--- src/rtl/cla_addsub_pipe.sv ---
// ---------------------------------------------------------------------------
// cla_addsub_pipe
//   Pipelined carry-lookahead adder/subtractor. A WIDTH-bit a + b_eff + cin
//   is split into STAGES chunks of CW = WIDTH/STAGES bits. One chunk is added
//   per cycle, and the chunk carry is registered between stages. Each chunk is
//   built from 4-bit lookahead groups. The upper operand chunks are skewed
//   through registers, and the finished lower sum chunks travel alongside them.
//   As a result, the full sum and its flags leave the last stage together.
//   Latency is STAGES cycles and throughput is one beat per cycle.
//
// Ports
//   clk        clock, all state on rising edge
//   rst_n      asynchronous active-low reset
//   in_valid   operand beat valid
//   in_ready   beat accepted this cycle (== advance)
//   a, b       operands, WIDTH bits
//   op_sub     0: a+b+cin, 1: a+~b+cin
//   cin        carry in (drive 1 for a plain subtract)
//   flush      synchronous kill of every in-flight beat
//   out_valid  result valid
//   out_ready  consumer accepts result
//   sum        result modulo 2^WIDTH
//   cout       carry out of the MSB (subtract: 1 = no borrow)
//   ovf        signed overflow
//   zero       sum == 0
//   neg        sum[WIDTH-1]
//
// WIDTH must be a multiple of 4*STAGES, and STAGES must be in 1..8.
// ---------------------------------------------------------------------------
module cla_addsub_pipe #(
    parameter int WIDTH  = 32,
    parameter int STAGES = 2
) (
    input  logic             clk,
    input  logic             rst_n,
    input  logic             in_valid,
    output logic             in_ready,
    input  logic [WIDTH-1:0] a,
    input  logic [WIDTH-1:0] b,
    input  logic             op_sub,
    input  logic             cin,
    input  logic             flush,
    output logic             out_valid,
    input  logic             out_ready,
    output logic [WIDTH-1:0] sum,
    output logic             cout,
    output logic             ovf,
    output logic             zero,
    output logic             neg
);

    localparam int CW = WIDTH / STAGES;   // chunk width
    localparam int NG = CW / 4;           // lookahead groups per chunk

    // One chunk of lookahead addition. The function returns {carry_out, sum}.
    // Carries inside each 4-bit group are flattened lookahead terms. Between
    // groups, the carry moves by group generate/propagate.
    function automatic logic [CW:0] f_cla_chunk(
        input logic [CW-1:0] fa,
        input logic [CW-1:0] fb,
        input logic          fc
    );
        logic [CW-1:0] g;
        logic [CW-1:0] p;
        logic [CW-1:0] c;
        logic [3:0]    gg;
        logic [3:0]    pp;
        logic          cg;
        logic          c1;
        logic          c2;
        logic          c3;
        logic          grp_g;
        logic          grp_p;
        g  = fa & fb;
        p  = fa | fb;
        c  = '0;
        cg = fc;
        for (int j = 0; j < NG; j++) begin
            gg = g[4*j +: 4];
            pp = p[4*j +: 4];
            c1 = gg[0] | (pp[0] & cg);
            c2 = gg[1] | (pp[1] & gg[0]) | (pp[1] & pp[0] & cg);
            c3 = gg[2] | (pp[2] & gg[1]) | (pp[2] & pp[1] & gg[0])
               | (pp[2] & pp[1] & pp[0] & cg);
            grp_g = gg[3] | (pp[3] & gg[2]) | (pp[3] & pp[2] & gg[1])
                  | (pp[3] & pp[2] & pp[1] & gg[0]);
            grp_p = &pp;
            c[4*j +: 4] = {c3, c2, c1, cg};
            cg = grp_g | (grp_p & cg);
        end
        return {cg, fa ^ fb ^ c};
    endfunction

    logic              w_advance;
    logic              w_accept;
    logic [STAGES-1:0] w_carry;        // combinational chunk carry-out per stage
    logic [WIDTH-1:0]  w_sum_last;     // fully assembled sum entering the output register
    logic              w_cmsb_last;    // carry into the MSB
    logic [STAGES-1:0] r_valid;
    logic [STAGES-1:0] r_carry;
    logic              r_ovf;
    logic              r_zero;
    logic              r_neg;

    // The whole pipe moves only when the output slot is empty or being drained.
    assign w_advance = !r_valid[STAGES-1] || out_ready;
    assign in_ready  = w_advance;
    // A beat presented during flush is dropped.
    assign w_accept  = in_valid && w_advance && !flush;

    always_ff @(posedge clk or negedge rst_n) begin
        if (!rst_n) begin
            r_valid <= '0;
        end else if (flush) begin
            r_valid <= '0;
        end else if (w_advance) begin
            r_valid[0] <= w_accept;
            for (int k = 1; k < STAGES; k++) begin
                r_valid[k] <= r_valid[k-1];
            end
        end
    end

    always_ff @(posedge clk or negedge rst_n) begin
        if (!rst_n) begin
            r_carry <= '0;
            r_ovf   <= 1'b0;
            r_zero  <= 1'b0;
            r_neg   <= 1'b0;
        end else if (w_advance) begin
            r_carry <= w_carry;
            r_ovf   <= w_cmsb_last ^ w_carry[STAGES-1];
            r_zero  <= ~|w_sum_last;
            r_neg   <= w_sum_last[WIDTH-1];
        end
    end

    genvar gi;
    generate
        for (gi = 0; gi < STAGES; gi++) begin : g_stage
            localparam int LO  = gi * CW;      // LSB of this stage's chunk
            localparam int REM = WIDTH - LO;   // operand bits not yet summed

            logic [REM-1:0]   w_a_rem;
            logic [REM-1:0]   w_b_rem;
            logic             w_ci;
            logic [CW:0]      w_res;
            logic [LO+CW-1:0] w_s_next;
            logic [LO+CW-1:0] r_s;             // sum bits completed so far

            if (gi == 0) begin : g_src
                assign w_a_rem  = a;
                assign w_b_rem  = op_sub ? ~b : b;
                assign w_ci     = cin;
                assign w_s_next = w_res[CW-1:0];
            end else begin : g_src
                assign w_a_rem  = g_stage[gi-1].g_skew.r_a_rem;
                assign w_b_rem  = g_stage[gi-1].g_skew.r_b_rem;
                assign w_ci     = r_carry[gi-1];
                assign w_s_next = {w_res[CW-1:0], g_stage[gi-1].r_s};
            end

            assign w_res       = f_cla_chunk(w_a_rem[CW-1:0], w_b_rem[CW-1:0], w_ci);
            assign w_carry[gi] = w_res[CW];

            always_ff @(posedge clk or negedge rst_n) begin
                if (!rst_n) begin
                    r_s <= '0;
                end else if (w_advance) begin
                    r_s <= w_s_next;
                end
            end

            if (gi < STAGES - 1) begin : g_skew
                // Operand bits above this chunk wait here for the next stage.
                logic [REM-CW-1:0] r_a_rem;
                logic [REM-CW-1:0] r_b_rem;
                always_ff @(posedge clk or negedge rst_n) begin
                    if (!rst_n) begin
                        r_a_rem <= '0;
                        r_b_rem <= '0;
                    end else if (w_advance) begin
                        r_a_rem <= w_a_rem[REM-1:CW];
                        r_b_rem <= w_b_rem[REM-1:CW];
                    end
                end
            end else begin : g_last
                assign w_sum_last  = w_s_next;
                // Because s = a ^ b ^ c, the carry into the MSB is recovered
                // from the MSB sum bit.
                assign w_cmsb_last = w_res[CW-1] ^ w_a_rem[CW-1] ^ w_b_rem[CW-1];
                assign sum         = r_s;
            end
        end
    endgenerate

    assign out_valid = r_valid[STAGES-1];
    assign cout      = r_carry[STAGES-1];
    assign ovf       = r_ovf;
    assign zero      = r_zero;
    assign neg       = r_neg;

endmodule
--- config.mk ---
export PLATFORM = sky130hd
export DESIGN_NAME = cla_addsub_pipe
export DESIGN_NICKNAME = d
export VERILOG_FILES = /design/src/rtl/cla_addsub_pipe.sv
export SDC_FILE = /design/constraint.sdc
export NUM_CORES = 1
export LEC_CHECK = 0
export BUFFER_PORTS_ARGS = -buffer_cell sky130_fd_sc_hd__buf_2
export CORE_UTILIZATION = 45
export CTS_BUF_LIST = sky130_fd_sc_hd__clkbuf_2 sky130_fd_sc_hd__clkbuf_4 sky130_fd_sc_hd__clkbuf_8
export CTS_CLUSTER_SIZE = 8
export DETAILED_ROUTE_END_ITERATION = 8
export PLACE_DENSITY = 0.71
export SLEW_MARGIN = 5
export SYNTH_ARGS = -nofsm -noshare
export SYNTH_HDL_FRONTEND = slang
export SYNTH_SLANG_ARGS = --single-unit
--- constraint.sdc ---
create_clock -name clk -period 4.1 [get_ports clk]
set_input_delay 0.82 -clock clk [delete_from_list [all_inputs] [get_ports clk]]
set_output_delay 0.82 -clock clk [all_outputs]
set_load 0.05 [all_outputs]
==> flow_summary.ini <==
[clocking]
htree_levels = 3
clk_latency_ps = 370
cts_setup_buffers = 0
clockBufferDepth = 2
cts_root_buf = clkbuf_8
cts_made_buffers = 9
clock-sinks = 86
cts_tree = built
postCtsResizedCells = 0
holdBufCountCts = 0
cts.clk_slew.worst_paths_ps = 90

[sta]
rsz0062_at_grt = false
drv_slew = 0
post-route-period-util_pct = 79.6
finalCriticalPeriod_ps = 3260
slew_headroom_pct = 26.7
fin_skew_ps = 8.40
fin_ws_ps = 837
worst_pin_slew_ps = 1100
setup-tns-final_ps = 0
finalHoldViolCount = 0
fmax_mhz = 306
finalSetupViolCount = 0

[critical_path]
worstPathMaxFanout = 3
cp-end-kind = flop
reg2reg_slack_ps = 840
cp.arrival_ps = 3560
critical_path_class = reg -> reg
required_ps = 4400
startpoint_type = flop

[placed_design]
place.gp.congestion = 0.857
post_dp_cell_area_um2 = 6220
dp_cells = 861
portBuffers = 108
dp_hpwl_um = 9380
dp_slack_ps = 508

[synth]
synth_ff_type = dfrtp_1
syn_area_per_cell_um2 = 8.85
syn_nets = 769
synth_edf_count = 0
yosys.cell_types.count = 49
ys_seq_area_share_pct = 38.9
ys_ff_latch = 86
synth_fa_ha_area_share_pct = 17.4
yosys_warnings = 0
mappedNetlistArea_um2 = 5540
synth.area.mux_share_pct = 0.587
synth_compound_area_share_pct = 11.8
synthSimpleGateAreaFrac_pct = 14.6
synthArstFlopShare_pct = 100
synth_top_family_by_area = adder cells
synth_xor_area_share_pct = 9.33
synthCells = 626

[die]
core_area_um2 = 12000
die_w_um = 113
io_pins = 109
start_util_pct = 46.1
rows = 40
die_area_um2 = 12800
fp.dieH_um = 113

[detailed_routing]
wl_per_cell_um = 14.0
vias_per_cell = 4.93
drtIter0Drc = 165
antenna_left = 0
first_pass_iters = 4
num_vias = 4323
drcViolationCount = 0
drt-total-wl_um = 12300

[global_routing]
grt_pass1_wl_um = 20000
overflow = 0
grt_pass1_vias = 4185
antenna_found_initial = 0
grt_max_degree = 103
grt.total_usage_pct = 20.1

[worst_hold_path]
hold_path.class = reg -> reg

[power]
power_frac_comb_pct = 40.2
power.total_mw = 3.34
ir_drop_uv = 264
power.internal_mw = 1.93
p_switching_mw = 1.41
power_density_nw_per_um2 = 515
p_clk_share_pct = 24.0
p_seq_share_pct = 35.8
p_leak_nw = 3.45
p_sw_share_pct = 42.2

[status]
status = finished clean

[finish]
nFillCells = 1119
fin_nets = 868
final_area_um2 = 6490
area_growth_pct = 17.1
final_cell_count_no_fill = 877
diodes = 0
drive_gt1_share_pct = 18.9

[flow_run]
cap_viol_max_count = 0
## critical path: stages (launching register included)
cell and delay, ps:
dfrtp_1 370, inv_1 80, ha_1 190, nand2b_1 150, a2111o_1 450, a21oi_1 270, nor2_1 100, o21bai_1 180
fa_1 450, nor4_1 190, nand4_1 120, nor3_1 190, nand4_1 120, nand4b_1 190, o21ai_1 140
## cell usage after synthesis, types with 2 or more instances
cell,instances,area (um2)
nor3_1,6,30.0
nor3b_1,2,15.0
a31oi_1,2,12.5
ha_1,64,801
nor2_1,38,143
or4b_1,2,20.0
nand2_1,111,417
clkbuf_1,21,78.8
nand2b_1,4,25.0
o31ai_1,2,15.0
nand3_1,4,20.0
a21o_1,2,15.0
o21ai_1,2,10.0
xnor2_1,16,140
o21ai_0,43,215
xor2_1,43,377
dfrtp_1,86,2150
o21bai_1,8,60.1
buf_1,2,7.51
o211ai_1,2,15.0
a21oi_1,39,195
nor2b_1,3,18.8
nor4b_1,2,17.5
mux2_2,2,22.5
nand4_1,3,18.8
fa_1,8,160
nor4_1,4,25.0
inv_1,84,315
## metal layers
| metal | vias to the layer above | global-route usage (%) | routed length (um) |
|---|---|---|---|
| li1 | 2188 | - | - |
| met1 | 2016 | 26.9 | 5730 |
| met2 | 95 | 33.0 | 5760 |
| met3 | 24 | 3.16 | 497 |
| met4 | 0 | 7.54 | 261 |
| met5 | - | 0 | 0 |
## per-stage QoR
step                utilization, %  hold slack, ps
floorplan                        -             462
global placement              51.8             447
detailed placement            51.8             451
CTS                           54.0             470
global route                  54.0             505
finish                        54.0             467
## layout make-up
| class | count | area, um2 | area share [%] |
|---|---|---|---|
| clock buffers | 9 | 124 | 1.91 |
| clock inverters | 7 | 145 | 2.24 |
| inverters | 85 | 320 | 4.94 |
| multi-input cells | 431 | 2980 | 45.9 |
| flip-flops and latches | 86 | 2150 | 33.2 |
| well taps | 147 | 184 | 2.84 |
| repair buffers | 112 | 586 | 9.03 |
## power by group through the flow
stage                     clock [mW]  sequential (mW)  combinational (mW)
final                          0.800             1.20                1.34
after global routing           0.837             1.23                1.46
after CTS                      0.811             1.20                1.35
after detailed placement           0             1.21                1.34
after global placement             0             1.21                1.32
after floorplan                    0             1.63               0.551
## registers in the layout, summed over array words and instances (netlist names)
name                    flops
sum                        31
g_stage.r_s                16
zero                        1
g_stage.g_skew.r_a_rem     16
r_carry                     2
r_valid                     2
neg                         1
g_stage.g_skew.r_b_rem     16
ovf                         1
## placed cells by master, fill, tap and decap left out, types with 3 or more instances in the layout
cell / Yosys / layout
ha_1: 64 / 64
buf_2: 0 / 107
nand2_1: 111 / 111
xnor2_1: 16 / 16
bufinv_16: 0 / 4
nor2_1: 38 / 38
nand3_1: 4 / 4
a21oi_1: 39 / 39
xor2_1: 43 / 43
clkbuf_8: 0 / 9
o21bai_1: 8 / 8
fa_1: 8 / 8
nand4_1: 3 / 3
o21ai_0: 43 / 43
inv_1: 84 / 84
nor4_1: 4 / 4
nand2b_1: 4 / 4
buf_4: 1 / 4
dfrtp_1: 86 / 86
nor3_1: 6 / 6
## logic make-up (layout without fill, tap and decap cells)
| kind of cell | count (synthesis) | after routing |
|---|---|---|
| simple gates | 187 | 187 |
| compound gates | 110 | 110 |
| buf+inv | 109 | 213 |
| flops | 86 | 86 |
| fa+ha+maj | 72 | 72 |
| xor+xnor | 59 | 59 |
| mux | 3 | 3 |
## path summary, 6_finish.rpt
check / from / endpoint / depth (start not counted)
max reg2reg: g_stage[0].g_skew.r_a_rem[0] / zero / 14
max: g_stage[0].g_skew.r_a_rem[0] / zero / 14
max in group asynchronous: rst_n / sum[11] / 1
min in group asynchronous: rst_n / g_stage[0].g_skew.r_b_rem[6] / 1
min: sum[3] / sum[3] / 2
min reg2reg: sum[3] / sum[3] / 2
Note: power is estimated with default switching activity, not from simulation.
